File: src/rtl/clk_div_gen_pkg.sv
// Shared types, constants and helpers for the multi-channel clock divider/enable generator.
package clk_div_pkg;

    localparam int unsigned DIV_W_DEF = 8;
    localparam int unsigned DIV_OFF   = 0;

    typedef logic [DIV_W_DEF-1:0] div_t;

    // Channel-select width; a single channel still needs one select bit.
    function automatic int unsigned sel_w(input int unsigned n);
        return (n > 32'd1) ? 32'($clog2(n)) : 32'd1;
    endfunction

endpackage

File: src/rtl/clk_div_gen_if.sv
// Divisor-configuration handshake between a programming agent and clk_div_gen.
interface clk_div_gen_if
    import clk_div_pkg::*;
#(
    parameter int unsigned NUM_CH = 4,
    parameter int unsigned DIV_W  = DIV_W_DEF
);
    localparam int unsigned CH_W = sel_w(NUM_CH);

    logic             cfg_valid;
    logic [CH_W-1:0]  cfg_ch;
    logic [DIV_W-1:0] cfg_div;
    logic             cfg_ready;

    modport master (
        output cfg_valid,
        output cfg_ch,
        output cfg_div,
        input  cfg_ready
    );

    modport slave (
        input  cfg_valid,
        input  cfg_ch,
        input  cfg_div,
        output cfg_ready
    );

endinterface

File: src/rtl/clk_div_gen_ch.sv
// One divider channel: period counter, active/pending divisor and registered outputs.
module clk_div_ch
    import clk_div_pkg::*;
#(
    parameter int unsigned DIV_W   = DIV_W_DEF,
    parameter int unsigned DEF_DIV = 2
) (
    input  logic             clk,
    input  logic             rst,
    input  logic             en,
    input  logic             sync,
    input  logic             load_req,
    input  logic [DIV_W-1:0] load_div,
    output logic             pend_vld,
    output logic             clk_en_o,
    output logic             clk_div_o
);

    localparam logic [DIV_W-1:0] DIV_RST  = DIV_W'(DEF_DIV);
    localparam logic [DIV_W-1:0] DIV_PARK = DIV_W'(DIV_OFF);

    logic [DIV_W-1:0] cnt_q, cnt_d;
    logic [DIV_W-1:0] div_q, div_d;
    logic [DIV_W-1:0] pend_div_q, pend_div_d;
    logic             pend_vld_q, pend_vld_d;
    logic             clk_en_q, clk_en_d;
    logic             clk_div_q, clk_div_d;

    logic             run_c;
    logic             term_c;
    logic             wrap_c;
    logic [DIV_W:0]   half_c;

    // A disabled or parked channel sits at count 0, so it wraps (and can adopt a pending divisor) every cycle.
    always_comb begin
        run_c  = en && (div_q != DIV_PARK);
        term_c = run_c && (cnt_q == (div_q - DIV_W'(1)));
        wrap_c = sync || term_c || !run_c;
        half_c = ({1'b0, div_q} + (DIV_W+1)'(1)) >> 1;
    end

    always_comb begin
        cnt_d      = cnt_q;
        div_d      = div_q;
        pend_div_d = pend_div_q;
        pend_vld_d = pend_vld_q;
        clk_en_d   = 1'b0;
        clk_div_d  = 1'b0;

        if (wrap_c) begin
            cnt_d = '0;
            if (pend_vld_q) begin
                div_d      = pend_div_q;
                pend_vld_d = 1'b0;
            end
        end else begin
            cnt_d = cnt_q + DIV_W'(1);
        end

        if (load_req) begin
            pend_div_d = load_div;
            pend_vld_d = 1'b1;
        end

        // High phase covers ceil(div/2) counts, so odd divisors favour the high phase.
        if (run_c) begin
            clk_en_d  = term_c;
            clk_div_d = ({1'b0, cnt_q} < half_c);
        end
    end

    always_ff @(posedge clk or posedge rst) begin
        if (rst) begin
            cnt_q      <= '0;
            div_q      <= DIV_RST;
            pend_div_q <= '0;
            pend_vld_q <= 1'b0;
            clk_en_q   <= 1'b0;
            clk_div_q  <= 1'b0;
        end else begin
            cnt_q      <= cnt_d;
            div_q      <= div_d;
            pend_div_q <= pend_div_d;
            pend_vld_q <= pend_vld_d;
            clk_en_q   <= clk_en_d;
            clk_div_q  <= clk_div_d;
        end
    end

    assign pend_vld  = pend_vld_q;
    assign clk_en_o  = clk_en_q;
    assign clk_div_o = clk_div_q;

endmodule

File: src/rtl/clk_div_gen.sv
// Multi-channel clock-enable / divided-clock generator with glitch-free runtime divisor updates.
module clk_div_gen
    import clk_div_pkg::*;
#(
    parameter int unsigned NUM_CH  = 4,
    parameter int unsigned DIV_W   = DIV_W_DEF,
    parameter int unsigned DEF_DIV = 2
) (
    input  logic              clk,
    input  logic              rst,
    input  logic [NUM_CH-1:0] ch_en,
    input  logic              sync,
    clk_div_gen_if.slave      cfg,
    output logic [NUM_CH-1:0] clk_en_o,
    output logic [NUM_CH-1:0] clk_div_o
);

    localparam int unsigned CH_W = sel_w(NUM_CH);

    logic [NUM_CH-1:0] pend_vld;
    logic [NUM_CH-1:0] load_req_c;
    logic              ready_c;

    // Ready depends only on the selected channel's pending flag; out-of-range selects are always ready.
    always_comb begin
        ready_c = 1'b1;
        for (int i = 0; i < NUM_CH; i++) begin
            if ((cfg.cfg_ch == CH_W'(i)) && pend_vld[i]) begin
                ready_c = 1'b0;
            end
        end
    end

    assign cfg.cfg_ready = ready_c;

    always_comb begin
        load_req_c = '0;
        for (int i = 0; i < NUM_CH; i++) begin
            load_req_c[i] = cfg.cfg_valid && ready_c && (cfg.cfg_ch == CH_W'(i));
        end
    end

    for (genvar g = 0; g < NUM_CH; g++) begin : g_ch
        clk_div_ch #(
            .DIV_W   (DIV_W),
            .DEF_DIV (DEF_DIV)
        ) u_ch (
            .clk       (clk),
            .rst       (rst),
            .en        (ch_en[g]),
            .sync      (sync),
            .load_req  (load_req_c[g]),
            .load_div  (cfg.cfg_div),
            .pend_vld  (pend_vld[g]),
            .clk_en_o  (clk_en_o[g]),
            .clk_div_o (clk_div_o[g])
        );
    end

endmodule

File: src/flat_wrapper.sv
// flat-port wrapper written by rule: the top's interface ports become plain ports
module clk_div_gen_flat import clk_div_pkg::*;
#(
    parameter int unsigned NUM_CH  = 4,
    parameter int unsigned DIV_W   = DIV_W_DEF,
    parameter int unsigned DEF_DIV = 2
)
  (clk, rst, ch_en, sync, clk_en_o, clk_div_o, cfg_cfg_valid, cfg_cfg_ch, cfg_cfg_div, cfg_cfg_ready);
  clk_div_gen_if #(.NUM_CH(NUM_CH), .DIV_W(DIV_W)) cfg_i ();
  input  logic clk;
  input  logic rst;
  input  logic [NUM_CH-1:0] ch_en;
  input  logic sync;
  output logic [NUM_CH-1:0] clk_en_o;
  output logic [NUM_CH-1:0] clk_div_o;
  input wire logic [$bits(cfg_i.cfg_valid)-1:0] cfg_cfg_valid;
  input wire logic [$bits(cfg_i.cfg_ch)-1:0] cfg_cfg_ch;
  input wire logic [$bits(cfg_i.cfg_div)-1:0] cfg_cfg_div;
  output wire logic [$bits(cfg_i.cfg_ready)-1:0] cfg_cfg_ready;
  assign cfg_i.cfg_valid = cfg_cfg_valid;
  assign cfg_i.cfg_ch = cfg_cfg_ch;
  assign cfg_i.cfg_div = cfg_cfg_div;
  assign cfg_cfg_ready = cfg_i.cfg_ready;
  clk_div_gen #(.NUM_CH(NUM_CH), .DIV_W(DIV_W), .DEF_DIV(DEF_DIV)) u_core (.clk(clk), .rst(rst), .ch_en(ch_en), .sync(sync), .cfg(cfg_i), .clk_en_o(clk_en_o), .clk_div_o(clk_div_o));
endmodule
File: config.mk
export PLATFORM = sky130hd
export DESIGN_NAME = clk_div_gen_flat
export DESIGN_NICKNAME = d
export VERILOG_FILES = /design/src/rtl/clk_div_gen_pkg.sv /design/src/rtl/clk_div_gen_if.sv /design/src/rtl/clk_div_gen_ch.sv /design/src/rtl/clk_div_gen.sv /design/src/flat_wrapper.sv
export SDC_FILE = /design/constraint.sdc
export NUM_CORES = 1
export LEC_CHECK = 0
export ABC_AREA = 1
export CAP_MARGIN = 20
export CORE_ASPECT_RATIO = 1.2
export CORE_MARGIN = 5
export CORE_UTILIZATION = 36
export DETAILED_ROUTE_END_ITERATION = 6
export GPL_TIMING_DRIVEN = 0
export SYNTH_ARGS = -nofsm -noshare
export SYNTH_HDL_FRONTEND = slang
export SYNTH_SLANG_ARGS = --single-unit
File: constraint.sdc
create_clock -name clk -period 8.28 [get_ports clk]
set_input_delay 1.242 -clock clk [delete_from_list [all_inputs] [get_ports clk]]
set_output_delay 1.242 -clock clk [all_outputs]
set_load 0.01 [all_outputs]
==> impl_metrics.json <==
{
  "tns_ps": 0,
  "p_leak_nw": 3.84,
  "ys_types": 38,
  "clk_pin_slew_worst_paths_ps": 80,
  "critPathMaxFanout": 5,
  "post-cts-setup-buffers": 0,
  "yosys-top-cells-area": "dfrtp_1, nand2_1, ha_1, nand3_1, inv_1",
  "core_um2": 18700,
  "die_w_um": 135,
  "hold_class": "register to register",
  "yosysMostFrequentCell": "nand2_1",
  "synth_area_um2": 6800,
  "grt_max_degree": 96,
  "synth-seq-cells": 108,
  "dpl-instance-area_um2": 7420,
  "antenna_found_initial": 0,
  "fin_crit_ps": 4100,
  "grt_overflow_total": 0,
  "portBuffers": 26,
  "postRouteWirelength_um": 14500,
  "async_flop_share": 1.00,
  "tightest_slew_ps": 482,
  "power_density_nw_per_um2": 253,
  "ys_warn_count": 0,
  "initial_utilization": 0.363,
  "critPathRequiredTime_ps": 7040,
  "num_vias": 5502,
  "slew_viol_final": 0,
  "cp-start-kind": "input port",
  "synth.avg_cell_area_um2": 7.53,
  "nets": 999,
  "detail_route.vias_per_cell": 4.58,
  "r2r_slack_ps": 5920,
  "first_pass_iters": 4,
  "worst-setup-path-type": "input port to primary output",
  "clock_sinks": 108,
  "dieArea_um2": 21800,
  "final_hold_viol_count": 0,
  "post_cts_resized": 0,
  "fin_crit_sh": 0.495,
  "hold_buffers": 0,
  "synth-edff-count": 0,
  "cts_root_buffer": "clkbuf_16",
  "final_antenna_net_count": 0,
  "synth_common_cells": "nand2_1, dfrtp_1, inv_1, nand3_1, nor2_1",
  "crit_slowest_cell": "clkdlybuf4s50_1",
  "drtIter0Drc": 261,
  "htreeDepth": 3,
  "stdcell_area_um2": 7690,
  "antenna_cells": 0,
  "drc": 0,
  "clock_skew_ps": 11.7,
  "maxSlewHeadroom": 0.678,
  "synth_flop_cell": "dfrtp_1",
  "cts_buffer_depth": 2,
  "drive_above_1_share": 0.0835,
  "vdd_drop_max_uv": 108,
  "syn_nets": 961,
  "io_pins": 27,
  "status": "complete, no violations",
  "cp_common_cell": "clkdlybuf4s50_1",
  "routedWlPerCell_um": 12.1,
  "syn-instance-count": 903,
  "gp_congestion": 0.856,
  "crit_path_max_incr_delay_ps": 590,
  "arrival_ps": 2850,
  "setup_viol": 0,
  "synth_top_area_share": 0.383,
  "clkLatencyLatePin_ps": 360,
  "num_rows": 55,
  "grt_first_pass_wirelength_um": 25500,
  "yosysSeqAreaShare": 0.398,
  "die_height_um": 161,
  "dp_hpwl_um": 10800,
  "rsz0062_at_grt": "no",
  "cap_violations": 0,
  "grt_use_total": 0.143,
  "cp-end-kind": "primary output",
  "area_delta_synth_final_pct": 13.1,
  "cts_tree": "yes",
  "final.fill_count": 1995,
  "yosysTopAreaCell": "dfrtp_1",
  "cts-buffers-inserted": 9,
  "path_cells": "clkdlybuf4s50_1 -> or2_1 -> o22ai_1 -> nor3_2 -> clkdlybuf4s50_1",
  "max_freq_ghz": 0.244,
  "grt_pass1_vias": 5393
}
==> routing by layer <==
metal  track usage  routed length (µm)
met2         0.236                6910
met5             0                   0
met3        0.0219                 333
met1         0.194                7110
met4        0.0417                 144
==> metrics by stage <==
stage | utilization | power (mW) | setup WS (ps) | cells | hold slack [ps]
detailed placement | 0.396 | 1.55 | 4190 | 1186 | 465
global placement | 0.394 | 1.53 | 2300 | 1185 | 458
finish | 0.411 | 1.95 | 4180 | 1202 | 480
floorplan | - | 1.36 | 4200 | 903 | 443
global route | 0.411 | 2.15 | 4100 | 1202 | 503
CTS | 0.411 | 1.98 | 4180 | 1202 | 482
==> where the power goes <==
| group | total, mW | internal, mW | switching (mW) |
|---|---|---|---|
| registers | 0.721 | 0.635 | 0.0858 |
| logic | 0.813 | 0.324 | 0.489 |
| clock network | 0.415 | 0.214 | 0.201 |
| total | 1.95 | 1.17 | 0.775 |
==> kinds of logic (layout without fill, tap and decap cells) <==
kind of cell | count (synthesis) | in the layout | share of synthesized area
compound gates | 64 | 64 | 0.0493
xor+xnor | 48 | 48 | 0.0618
fa+ha+maj | 40 | 40 | 0.0736
buf+inv | 134 | 177 | 0.0892
flops | 108 | 108 | 0.398
simple gates | 509 | 509 | 0.328
==> cells in the final DEF, fill, tap and decap left out, types with 2 or more instances in the layout <==
cell,count
a21oi_1,18
dfstp_2,4
nor3_1,16
o21ai_1,2
xor2_1,30
clkbuf_1,7
inv_2,2
nor3b_1,6
clkbuf_16,9
o22ai_1,3
nor3_2,3
buf_2,13
ha_1,40
nand3_1,88
nand4_1,7
xnor2_1,18
buf_6,7
and3_1,2
nor2_1,76
inv_1,97
nor2_4,4
buf_4,9
nand2_4,4
clkinv_4,2
o21ai_0,35
nor2_2,7
clkdlybuf4s50_1,26
a31oi_1,3
nand2_2,8
dfrtp_1,104
nand2_1,282
==> state kept, by name, summed over array words and instances, names as in the netlist <==
register,flops
u_core.g_ch.u_ch.pend_div_q,32
u_core.g_ch.u_ch.pend_vld,4
u_core.g_ch.u_ch.clk_div_o,4
u_core.g_ch.u_ch.div_q,32
u_core.g_ch.u_ch.cnt_q,32
u_core.g_ch.u_ch.clk_en_o,4
==> area by class of cell <==
type                       instances  area [µm²]  area share
timing repair buffer              27         288      0.0374
tap                              256         320      0.0416
clock buffer                      13         250      0.0325
clock inverter                     3        25.0     0.00325
multi-input combinational        661        3490       0.454
buffer                            34         231      0.0301
inverter                         100         380      0.0495
sequential                       108        2710       0.352
==> worst max-delay path, delay by kind of cell <==
| family | cells | cell delay, ps |
|---|---|---|
| AO/OA/AOI/OAI | 1 | 80 |
| buffers and inverters | 2 | 1170 |
| AND/OR/NAND/NOR | 2 | 360 |
==> worst paths after layout <==
path                                                    from                                end  cells after the start
max reg2reg                     u_core.g_ch[2].u_ch.div_q[1]      u_core.g_ch[2].u_ch.clk_div_o                     11
min                        u_core.g_ch[3].u_ch.pend_div_q[2]  u_core.g_ch[3].u_ch.pend_div_q[2]                      2
max in group asynchronous                                rst       u_core.g_ch[2].u_ch.div_q[1]                      3
max                                            cfg_cfg_ch[0]                      cfg_cfg_ready                      5
min reg2reg                u_core.g_ch[3].u_ch.pend_div_q[2]  u_core.g_ch[3].u_ch.pend_div_q[2]                      2
min in group asynchronous                                rst       u_core.g_ch[1].u_ch.clk_en_o                      2
Note: power is estimated with default switching activity, not from simulation.
==> patch, RTL diff (config.mk and constraints unchanged) <==
`DIV_W_DEF`: 8 -> 6.
--- a/src/rtl/clk_div_gen_pkg.sv
+++ b/src/rtl/clk_div_gen_pkg.sv
@@ -2,5 +2,5 @@
 package clk_div_pkg;
 
-    localparam int unsigned DIV_W_DEF = 8;
+    localparam int unsigned DIV_W_DEF = 6;
     localparam int unsigned DIV_OFF   = 0;
 
Interface: changed (resized cfg_cfg_div); port bits go from 27 to 25. No check against the original RTL was run, so the function may have changed too.
==> patch against the unedited design <==
- synthesized area fell by 20%
- worst hold slack improved by 2.2 ps
- worst setup slack got worse by 170 ps
- maximum frequency is 4.1% lower
- routed wire length is 24% lower
- sequential cell count decreased by 24
- critical endpoint unchanged
- non-clock buffer count is 11 lower
- count of clock-buffer cells in the layout is 3 lower
- via count fell by 22%
- die area is 19% lower
- total power fell by 13%
- cell area fell by 18%
- synthesized cell count decreased by 19%
- largest power group unchanged
==> patch: results (changes against the unedited design) <==
Parameter                              Value

Status
  Status    complete, no violations

Final layout
  Fraction of layout cells with a size suffix above 1    13.5% (+5.2 points)
  Net count, final    816 (-18%)
  Fill count    1,533 (-23%)
  Top Registers    u_core.g_ch.u_ch.cnt_q x24, u_core.g_ch.u_ch.div_q x24, u_core.g_ch.u_ch.pend_div_q x24
  Antenna diodes    0 (unchanged)

Clock network
  Resized cells post-CTS    0 (unchanged)
  Clock Path Buffers    2 (unchanged)
  Clock Pin Slew Worst Setup and Hold Paths    60 ps (-20 ps)
  Number of levels the H-tree was split into    3 (unchanged)
  Post-CTS setup buffer count    0 (unchanged)
  Clock Latency Late Sink    340 ps (-20 ps)
  Cell chosen for the clock root    clkbuf_16
  TritonCTS Buffers    9 (unchanged)

Synthesis
  Fraction of synthesis flops using an asynchronous set or reset pin    100% (unchanged)
  Yosys synthesis warning count    0 (unchanged)
  Primary FF master, synth    dfrtp_1
  Top cell types by occurrence after synthesis    nand2_1, dfrtp_1, inv_1, nor2_1, nand3_1
  Post-Syn Area per Cell    7.48 µm² (-0.76%)
  Proportion of synthesized chip area in sequential cells    38.7% (-1.1 points)
  Post-synthesis net count    780 (-19%)
  Cells taking the most area after synthesis    dfrtp_1, nand2_1, ha_1
  Distinct cell type count after synthesis    32 (-16%)

Power and ir drop
  Psw    657 µW (-15%)
  Maximum vdd drop    0.000100 V (-6.8%)
  LEAKAGE    0.00325 µW (-15%)

Timing
  Worst-Margin Slew    427 ps (-55.6 ps)
  Worst-case clock skew    10.4 ps (-1.29 ps)
  Setup_tns    0 ps (unchanged)

Worst hold path
  Hold path startpoint    u_core.g_ch[0].u_ch.pend_div_q[4]
  Hold/Removal Path Class    register to register

Placed design
  Post-placement setup slack    4020 ps (-172 ps)
  Final RePlAce weighted congestion    0.843 (-1.5%)
  Sum of net half-perimeters after detailed placement    8240 µm (-24%)
  Total instance count after detailed placement    957 (-19%)
  Number of port buffers    24 (-7.7%)

Drt
  Pre-Repair DR Iteration Count    4 (unchanged)
  Detailed-route via count    4,285 (-22%)
  DRT iter0 DRCs    164 (-37%)
  Average wire per cell in the routed design    11.3 µm (-6.1%)
  Number of nets with antenna violations after routing    0 (unchanged)
  Total Routed Length    11,000 µm (-24%)

Global route
  Pin count of the biggest net entering global routing    67 (-30%)
  Via count of the first global-routing pass    4,176 (-23%)
  Total track usage    13.7% (-0.56 points)
  Antenna violations before repair    0 (unchanged)
  First-pass GRT wire length    19,400 µm (-24%)

Critical path
  R2R Path Start    u_core.g_ch[0].u_ch.div_q[1]
  Maximum net fanout on the critical path    9 (+4)
  Worst setup path start    cfg_cfg_ch[0]
  Data required, critical path    7040 ps (about the same)

Run
  Max-capacitance violation count    0 (unchanged)
## patch: cells by family after synthesis
family / after synthesis / share of synthesized area (%)
buffers and inverters: 114 / 9.86
xor gates and xnor gates: 26 / 4.18
DFF: 84 / 38.7
adders and majority gates: 36 / 8.28
and+or+nand+nor: 439 / 35.8
AOI/OAI and AO/OA: 29 / 3.20
## patch: worst max-delay path: stages
cell and delay [ps]:
clkdlybuf4s50_1 480, nand2_1 330, o21ai_2 140, nor2_8 210, clkdlybuf4s50_1 610
## patch: worst paths after layout
check / end / slack (ps) / cells past startpoint
hold reg to reg: u_core.g_ch[0].u_ch.pend_div_q[4] / 480 / 2
setup reg to reg: u_core.g_ch[0].u_ch.div_q[4] / 6210 / 13
min in group asynchronous: u_core.g_ch[0].u_ch.clk_div_o / 1200 / 2
setup / recovery: cfg_cfg_ready / 4010 / 5
max in group asynchronous: u_core.g_ch[3].u_ch.div_q[1] / 6420 / 3
hold / removal: u_core.g_ch[0].u_ch.pend_div_q[4] / 480 / 2
## patch: routing by layer
| metal | GRT usage (%) | routed length (µm) | vias up |
|---|---|---|---|
| met1 | 18.0 | 5430 | 1914 |
| met3 | 2.76 | 358 | 15 |
| li1 | - | - | 2313 |
| met2 | 22.5 | 5020 | 43 |
| met4 | 5.19 | 216 | 0 |
| met5 | 0 | 0 | - |
## patch: stage by stage
stage | area (µm²) | hold slack [ps] | util (%) | total power (µW)
3_3_place_gp | 5940 | 465 | 39.9 | 1270
6_report | 6280 | 482 | 42.1 | 1690
2_1_floorplan | 5440 | 449 | - | 1120
4_1_cts | 6280 | 485 | 42.1 | 1710
3_5_place_dp | 5970 | 469 | 40.1 | 1280
5_1_grt | 6280 | 507 | 42.1 | 1850
## patch: final cells by class
| class | count | area, µm² | share of cell area (%) |
|---|---|---|---|
| multi-input combinational | 530 | 2800 | 44.6 |
| clock buffer | 10 | 239 | 3.81 |
| inverter | 89 | 337 | 5.36 |
| sequential | 84 | 2110 | 33.6 |
| clock inverter | 6 | 71.3 | 1.14 |
| timing repair buffer | 25 | 268 | 4.26 |
| tap | 204 | 255 | 4.07 |
| buffer | 25 | 203 | 3.23 |
## patch: power groups by stage
stage | Sequential (µW) | Combinational [µW] | Clock, µW
5_1_grt | 588 | 809 | 449
2_1_floorplan | 563 | 556 | 0
3_5_place_dp | 584 | 696 | 0
4_1_cts | 576 | 701 | 434
3_3_place_gp | 583 | 687 | 0
6_report | 575 | 692 | 422
